## config.mk

```make
export PLATFORM = sky130hd
export DESIGN_NAME = placar_loteria
export DESIGN_NICKNAME = d
export VERILOG_FILES = /design/src/rtl/placar_loteria.sv
export SDC_FILE = /design/constraint.sdc
export NUM_CORES = 1
export LEC_CHECK = 0
export ABC_AREA = 1
export ABC_CLOCK_PERIOD_IN_PS = 3600
export BUFFER_PORTS_ARGS = -buffer_cell sky130_fd_sc_hd__buf_2
export CORE_MARGIN = 2
export CORE_UTILIZATION = 60
export DETAILED_ROUTE_END_ITERATION = 8
export GPL_TIMING_DRIVEN = 0
export PLACE_DENSITY = 0.85
export RECOVER_POWER = 50
export SLEW_MARGIN = 25
export SYNTH_ARGS = -nofsm -noshare
export SYNTH_HDL_FRONTEND = slang
export SYNTH_SLANG_ARGS = --single-unit
```

## constraint.sdc

```tcl
create_clock -name clock -period 3.6 [get_ports clock]
set_input_delay 0.18 -clock clock [delete_from_list [all_inputs] [get_ports clock]]
set_output_delay 0.18 -clock clock [all_outputs]
set_load 0.01 [all_outputs]
```

## src/rtl/placar_loteria.sv

```systemverilog
// Scoreboard for a two-player lottery match: accumulates per-round points and
// prize values over NUM_RODADAS rounds, then holds the winner until a new match.
module placar_loteria #(
  parameter int NUM_RODADAS     = 5,
  parameter int PREMIO_MAX_ACUM = 255
) (
  input  logic       clock,
  input  logic       reset,
  input  logic       resultado_valido,
  input  logic [1:0] premio,
  input  logic [4:0] p1,
  input  logic [4:0] p2,
  input  logic       novo_jogo,
  output logic [7:0] total_p1,
  output logic [7:0] total_p2,
  output logic [3:0] rodada,
  output logic [7:0] cont_premios,
  output logic       pronto,
  output logic [1:0] vencedor,
  output logic       campeao_valido
);

  typedef enum logic [1:0] {OCIOSO, ACUMULA, COMPARA, CAMPEAO} estado_t;

  localparam logic [3:0] ULTIMA_RODADA = 4'(NUM_RODADAS);
  localparam logic [8:0] TETO          = 9'(PREMIO_MAX_ACUM);

  // Nine-bit sum so the carry is visible before clamping to the ceiling.
  function automatic logic [7:0] soma_sat(input logic [7:0] a, input logic [7:0] b);
    logic [8:0] s;
    s = {1'b0, a} + {1'b0, b};
    return (s > TETO) ? TETO[7:0] : s[7:0];
  endfunction

  function automatic logic [7:0] valor_premio(input logic [1:0] codigo);
    case (codigo)
      2'd1:    return 8'd1;
      2'd2:    return 8'd2;
      2'd3:    return 8'd5;
      default: return 8'd0;
    endcase
  endfunction

  estado_t    estado_q, estado_d;
  logic [1:0] premio_q, premio_d;
  logic [4:0] p1_q, p1_d;
  logic [4:0] p2_q, p2_d;
  logic [7:0] total_p1_q, total_p1_d;
  logic [7:0] total_p2_q, total_p2_d;
  logic [3:0] rodada_q, rodada_d;
  logic [7:0] cont_premios_q, cont_premios_d;
  logic [1:0] vencedor_q, vencedor_d;
  logic       campeao_valido_q, campeao_valido_d;

  always_comb begin
    // NOTE: every signal gets a hold default first so no path infers a latch.
    estado_d         = estado_q;
    premio_d         = premio_q;
    p1_d             = p1_q;
    p2_d             = p2_q;
    total_p1_d       = total_p1_q;
    total_p2_d       = total_p2_q;
    rodada_d         = rodada_q;
    cont_premios_d   = cont_premios_q;
    vencedor_d       = vencedor_q;
    campeao_valido_d = campeao_valido_q;

    if (novo_jogo) begin
      estado_d         = OCIOSO;
      total_p1_d       = '0;
      total_p2_d       = '0;
      rodada_d         = '0;
      cont_premios_d   = '0;
      vencedor_d       = '0;
      campeao_valido_d = 1'b0;
    end else begin
      case (estado_q)
        OCIOSO: begin
          if (resultado_valido) begin
            premio_d = premio;
            p1_d     = p1;
            p2_d     = p2;
            estado_d = ACUMULA;
          end
        end
        ACUMULA: begin
          total_p1_d     = soma_sat(total_p1_q, {3'b000, p1_q});
          total_p2_d     = soma_sat(total_p2_q, {3'b000, p2_q});
          cont_premios_d = soma_sat(cont_premios_q, valor_premio(premio_q));
          rodada_d       = rodada_q + 4'd1;
          estado_d       = (rodada_d == ULTIMA_RODADA) ? COMPARA : OCIOSO;
        end
        COMPARA: begin
          if (total_p1_q > total_p2_q)      vencedor_d = 2'd1;
          else if (total_p2_q > total_p1_q) vencedor_d = 2'd2;
          else                              vencedor_d = 2'd3;
          estado_d = CAMPEAO;
        end
        CAMPEAO: begin
          // Valid flag follows one edge behind the winner so it never leads it.
          campeao_valido_d = 1'b1;
        end
        default: estado_d = OCIOSO;
      endcase
    end
  end

  always_ff @(posedge clock) begin
    // NOTE: state registers use non-blocking assignments so all flops update together.
    if (!reset) begin
      estado_q         <= OCIOSO;
      premio_q         <= '0;
      p1_q             <= '0;
      p2_q             <= '0;
      total_p1_q       <= '0;
      total_p2_q       <= '0;
      rodada_q         <= '0;
      cont_premios_q   <= '0;
      vencedor_q       <= '0;
      campeao_valido_q <= 1'b0;
    end else begin
      estado_q         <= estado_d;
      premio_q         <= premio_d;
      p1_q             <= p1_d;
      p2_q             <= p2_d;
      total_p1_q       <= total_p1_d;
      total_p2_q       <= total_p2_d;
      rodada_q         <= rodada_d;
      cont_premios_q   <= cont_premios_d;
      vencedor_q       <= vencedor_d;
      campeao_valido_q <= campeao_valido_d;
    end
  end

  assign total_p1       = total_p1_q;
  assign total_p2       = total_p2_q;
  assign rodada         = rodada_q;
  assign cont_premios   = cont_premios_q;
  assign pronto         = (estado_q == OCIOSO);
  assign vencedor       = vencedor_q;
  assign campeao_valido = campeao_valido_q;

endmodule
```

# Yosys cells after proc, flatten, opt, wreduce, memory -nomap -nowiden
# Cells that the tools add are included.
# totals
wordCells,45
ff_bits,45
in_bits,16
out_inout_bits,32
# classes
n_addsub,4
n_mux,11
bitwise_logic,2
n_eq_ne,8
n_lt_le_gt_ge,5
reduce_logical,5
# op_table
op,count
$mux 8,5
$gt 9x8->1 const B,3
$add 8x5->9,2
$gt 8x8->1,2
$add 8x8->9,1
$pmux 3 s3,1
$eq 2x2->1 const B,4
$mux 2,3
$pmux 2 s3,1
$add 4x1->4 const B,1
$eq 2x1->1 const B,2
$eq 4x3->1 const B,1
$reduce_and 3->1,1
$reduce_bool 3->1,1
$logic_not 2->1,1
$ne 2x2->1 const B,1
$not 1->1,2
$reduce_and 2->1,1
$reduce_or 2->1,1
$mux 1,1

# Logic depth before layout (Yosys ltp)
# logic_depth
depth_word,7
ltp_mapped,11
depth_no_buf,11

# Least setup slack after synthesis
# OpenSTA, ideal clock, no wires.
# synth_timing
kind,flip-flop to flip-flop
startpoint,"register total_p1_q[0], in the netlist total_p1[0]"
endpoint,"register total_p1_q[7], in the netlist total_p1[7]"
setup_slack_ns,1.955
path_stages_with_launch,11
required_ns,3.472
synth_period_minus_slack_ns,1.645
t_arrival_ns,1.517
n_path_buf,0
setup_ns,0.128
cell_sequence,dfxtp_1 ha_1 fa_1 nand3_2 nand2_1 nand2_2 nand2_4 nand2_4 nand2_1 nor2_1 nor2_1
# synth_via
elab_chain_len,3
# synth_lines
item,line,rtl
start: declaration,48,"logic [7:0] total_p1_q, total_p1_d;"
start signal: assignment,126,total_p1_q <= total_p1_d;
$add 8x5->9 (*),31,"s = {1'b0, a} + {1'b0, b};"
$gt 9x8->1,32,return (s > TETO) ? TETO[7:0] : s[7:0];
$mux 8 (*),32,
# Every way passes the cells marked *; elsewhere a longest branch is shown, timed or not.
# A chain may end at the register's enable or synchronous reset.

# Worst setup path in the final report
# layout_timing
startpoint,register estado_q[1]
endpoint,"register total_p1_q[0], in the netlist total_p1[0]"
# layout_via
elab_chain_len,1
# layout_lines
item,line,rtl
start: declaration,44,"estado_t estado_q, estado_d;"
start signal: assignment,122,estado_q <= estado_d;
$eq 2x1->1,77,case (estado_q)
# Every way passes these cells.

==> metrics.txt <==
status=complete, no violations; DR WL met3=268 microns; buffer type at the clock tree root=clkbuf_8; num ports=48; Worst R2R Path Depth=6; Reg-to-Reg End=total_p1[0]$_SDFFE_PP0P_; Hold Path Class=in2reg; Max Fclk=approximately 500 MHz; M1 WL=between 2000 and 3000 microns; R2R Path Start=estado_q[1]$_SDFFE_PP0P_; Mapped Area=2720 sq um; Ant. Diodes=0; total negative slack=0 ns; Worst-Skew Late Latency=a little over 0.3 ns; switching share of power=25.3%; Port Buffers=47; Crit. End Element=register; worst-path fanout max=10; Post-Place Cells=about 480; post-synth top area share=33.1%; layout cell share with drive strength beyond 1=a little under a tenth; syn nets=roughly 430; post-CTS setup buffers=0; hold buffers post-CTS=0; switching pwr=about 0.26 mW; # resized after CTS=0; largest net degree at the start of global routing=15; Synth Area in Compound Gates=12.2%; Max H-tree Level=2; Chip Height=71.4 microns; first-pass GRT wire length=10400 microns; post-synthesis xor/xnor area fraction=1.93%; largest family of logic cells by synthesized area=simple AND/OR/NAND/NOR gates; dominant cells by area after synthesis=dfxtp_1 (33%), ha_1 (13%), nand2_1 (11%); Overflow after GRT=0; post-synthesis mux area share=0%; non-filler cells, final=just under 500; gpl congestion=0.886; Hold Crit Start=p1[3]; Tcrit/Tclk final=55.2%; yosys warns=0; Via-to-Cell Ratio=5.16; Initial Util=62.6%; area grow syn2layout=13.7%; post-DP HPWL=4600 microns; max_cap viols=0; Distinct cells, synth=30; Simple-Gate Fraction of Synth Area=27.9%; Logic pwr share=11.3%; CP endpoint=total_p1[0]$_SDFFE_PP0P_; Int Power=0.782 mW; Final setup viols=0; metal2 WL=2850 microns; leakage power=about 1.6 nW; Hold Crit Depth=3; chip width=71.4 microns; CTS clk-pin slew, worst paths=0.08 ns; max-slew violations=0; top sig layer=met4; reg-to-reg slack, setup=1.61 ns; Clock power frac=38.4%; initial detailed-routing violation count=about 130; adder-cell share of the synthesized area=15.1%; initial antenna violation count=0; Seq/Total Area, Yosys=between 30% and 40%; unrepaired setup endpoints after global routing=no; via count=2532; Setup Skew=roughly 0.0086 ns; WL final=between 6000 and 7000 microns; Hold Vio Cnt, Final=0; layout net count=485; Yosys top cell by area=dfxtp_1; crit path launch type=register; Total GRT Usage=25.7%; CORE AREA=between 4000 and 5000 sq um; Power Dens Cells=338 nW/um^2; Avg Cell Area, Syn=between 7 and 8 sq um; Required @ worst endpoint=3.83 ns; drt pass-1 iters=4; total CTS buffers=5; num rows=24; synthesized instance count=between 300 and 400; slew margin rel.=between 50% and 60%; worst setup path startpoint=estado_q[1]$_SDFFE_PP0P_; crit path kind=reg2reg; Max VDD drop=291 uV; CTS tree=yes; CP arrival=approximately 2.2 ns; Die Area=approximately 5000 sq um; register bit total from synthesis=45; drt drc=0; DR WL/cell=12.5 microns; Max Buffers Root-to-Sink=2; vias in the first global route=2390; post-route ant nets=0; Final Critical Period=1.99 ns; Reg power frac=around 50%; fillers=around 380; Worst-Margin Slew=0.617 ns; Clock Sinks=45
[stage by stage]
stage | total power [mW] | util [%] | area, sq um | setup slack, ns | hold WS, ns
after detailed placement | 0.656 | 69.5 | 3020 | 1.82 | 0.409
after CTS | 1.05 | 72.2 | 3140 | 1.80 | 0.0913
after floorplan | 0.617 | - | 2720 | 1.95 | 0.315
after global routing | 1.08 | 71.1 | 3100 | 1.39 | 0.117
after global placement | 0.652 | 69.5 | 3020 | 1.84 | 0.401
final | 1.05 | 71.1 | 3100 | 1.61 | 0.0942
[cell type report]
type,instances,area (sq um),area share [%]
inverter,56,210,6.79
buffer,12,52.6,1.70
clock buffer,6,82.6,2.67
clock inverter,2,37.5,1.21
timing repair buffer,47,194,6.26
sequential,45,901,29.1
tap,52,65.1,2.10
multi-input combinational,271,1560,50.2
[placed cells by master, fill, tap and decap left out, drive strengths merged, types with 2 or more instances in the layout]
cell    Yosys  routed
nand2      87      87
inv        56      56
nor2       47      47
dfxtp      45      45
clkbuf      4      45
nand3      30      30
ha         28      28
o21ai      27      27
a21oi      26      26
buf         8      20
xor2        5       5
a31oi       4       4
nand4       4       4
fa          3       3
a21o        2       2
nand3b      2       2
nor3        2       2
[critical path: stages (launching register included)]
cell and delay [ns]:
dfxtp_1 0.34, inv_1 0.10, ha_1 0.20, clkbuf_1 0.43, clkbuf_1 0.48, nand2_1 0.14, a31oi_1 0.22
[layer usage]
metal / vias to the layer above / global-route usage [%]
li1: 1339 / -
met1: 1120 / 34.0
met2: 66 / 42.4
met3: 7 / 5.06
met4: 0 / 8.18
met5: - / 0
[flip-flops by register name, summed over array words and instances, names as in the netlist]
register        cells
campeao_valido      1
cont_premios        8
estado_q            2
p1_q                5
p2_q                5
premio_q            2
rodada              4
total_p1            8
total_p2            8
vencedor            2
[cells by family (layout without fill, tap and decap cells)]
kind of cell	count (synthesis)	count (layout)
adders and majority gates	31	31
DFF	45	45
and+or+nand+nor	172	172
buffers and inverters	68	123
AOI/OAI and AO/OA	62	62
xor gates and xnor gates	6	6
[worst min path at each step]
| stage | endpoint | slack (ns) |
|---|---|---|
| global route | p2_q[4]$_SDFFE_PN0P_ | 0.12 |
| detailed placement | p2_q[0]$_SDFFE_PN0P_ | 0.41 |
| global placement | p2_q[4]$_SDFFE_PN0P_ | 0.40 |
| CTS | p2_q[0]$_SDFFE_PN0P_ | 0.09 |
| finish | p1_q[3]$_SDFFE_PN0P_ | 0.09 |
| floorplan | p1_q[0]$_SDFFE_PN0P_ | 0.31 |
[power groups by stage]
| stage | registers [mW] | clock network (mW) | logic [mW] |
|---|---|---|---|
| floorplan | 0.536 | 0 | 0.0810 |
| global placement | 0.537 | 0 | 0.115 |
| detailed placement | 0.538 | 0 | 0.118 |
| CTS | 0.526 | 0.408 | 0.120 |
| global route | 0.529 | 0.420 | 0.136 |
| finish | 0.526 | 0.402 | 0.118 |
[synth_stat cells]
library cell / instances
clkbuf_1: 4
a21o_1: 2
o21ai_1: 3
nand2_1: 83
buf_2: 7
dfxtp_1: 45
inv_1: 56
nor2_1: 45
a31oi_1: 4
nand3_2: 3
o21bai_1: 1
ha_1: 28
nand2_4: 2
fa_1: 3
nand3b_1: 2
nor3_1: 1
o21ai_0: 23
nand3_1: 27
o21a_1: 1
xnor2_1: 1
o211ai_1: 1
xor2_1: 5
nand2_2: 2
nand4_1: 3
o21ai_2: 1
buf_4: 1
nor3_4: 1
a21oi_1: 26
nand4_2: 1
nor2_2: 2
(Power assumes the default switching activity.)
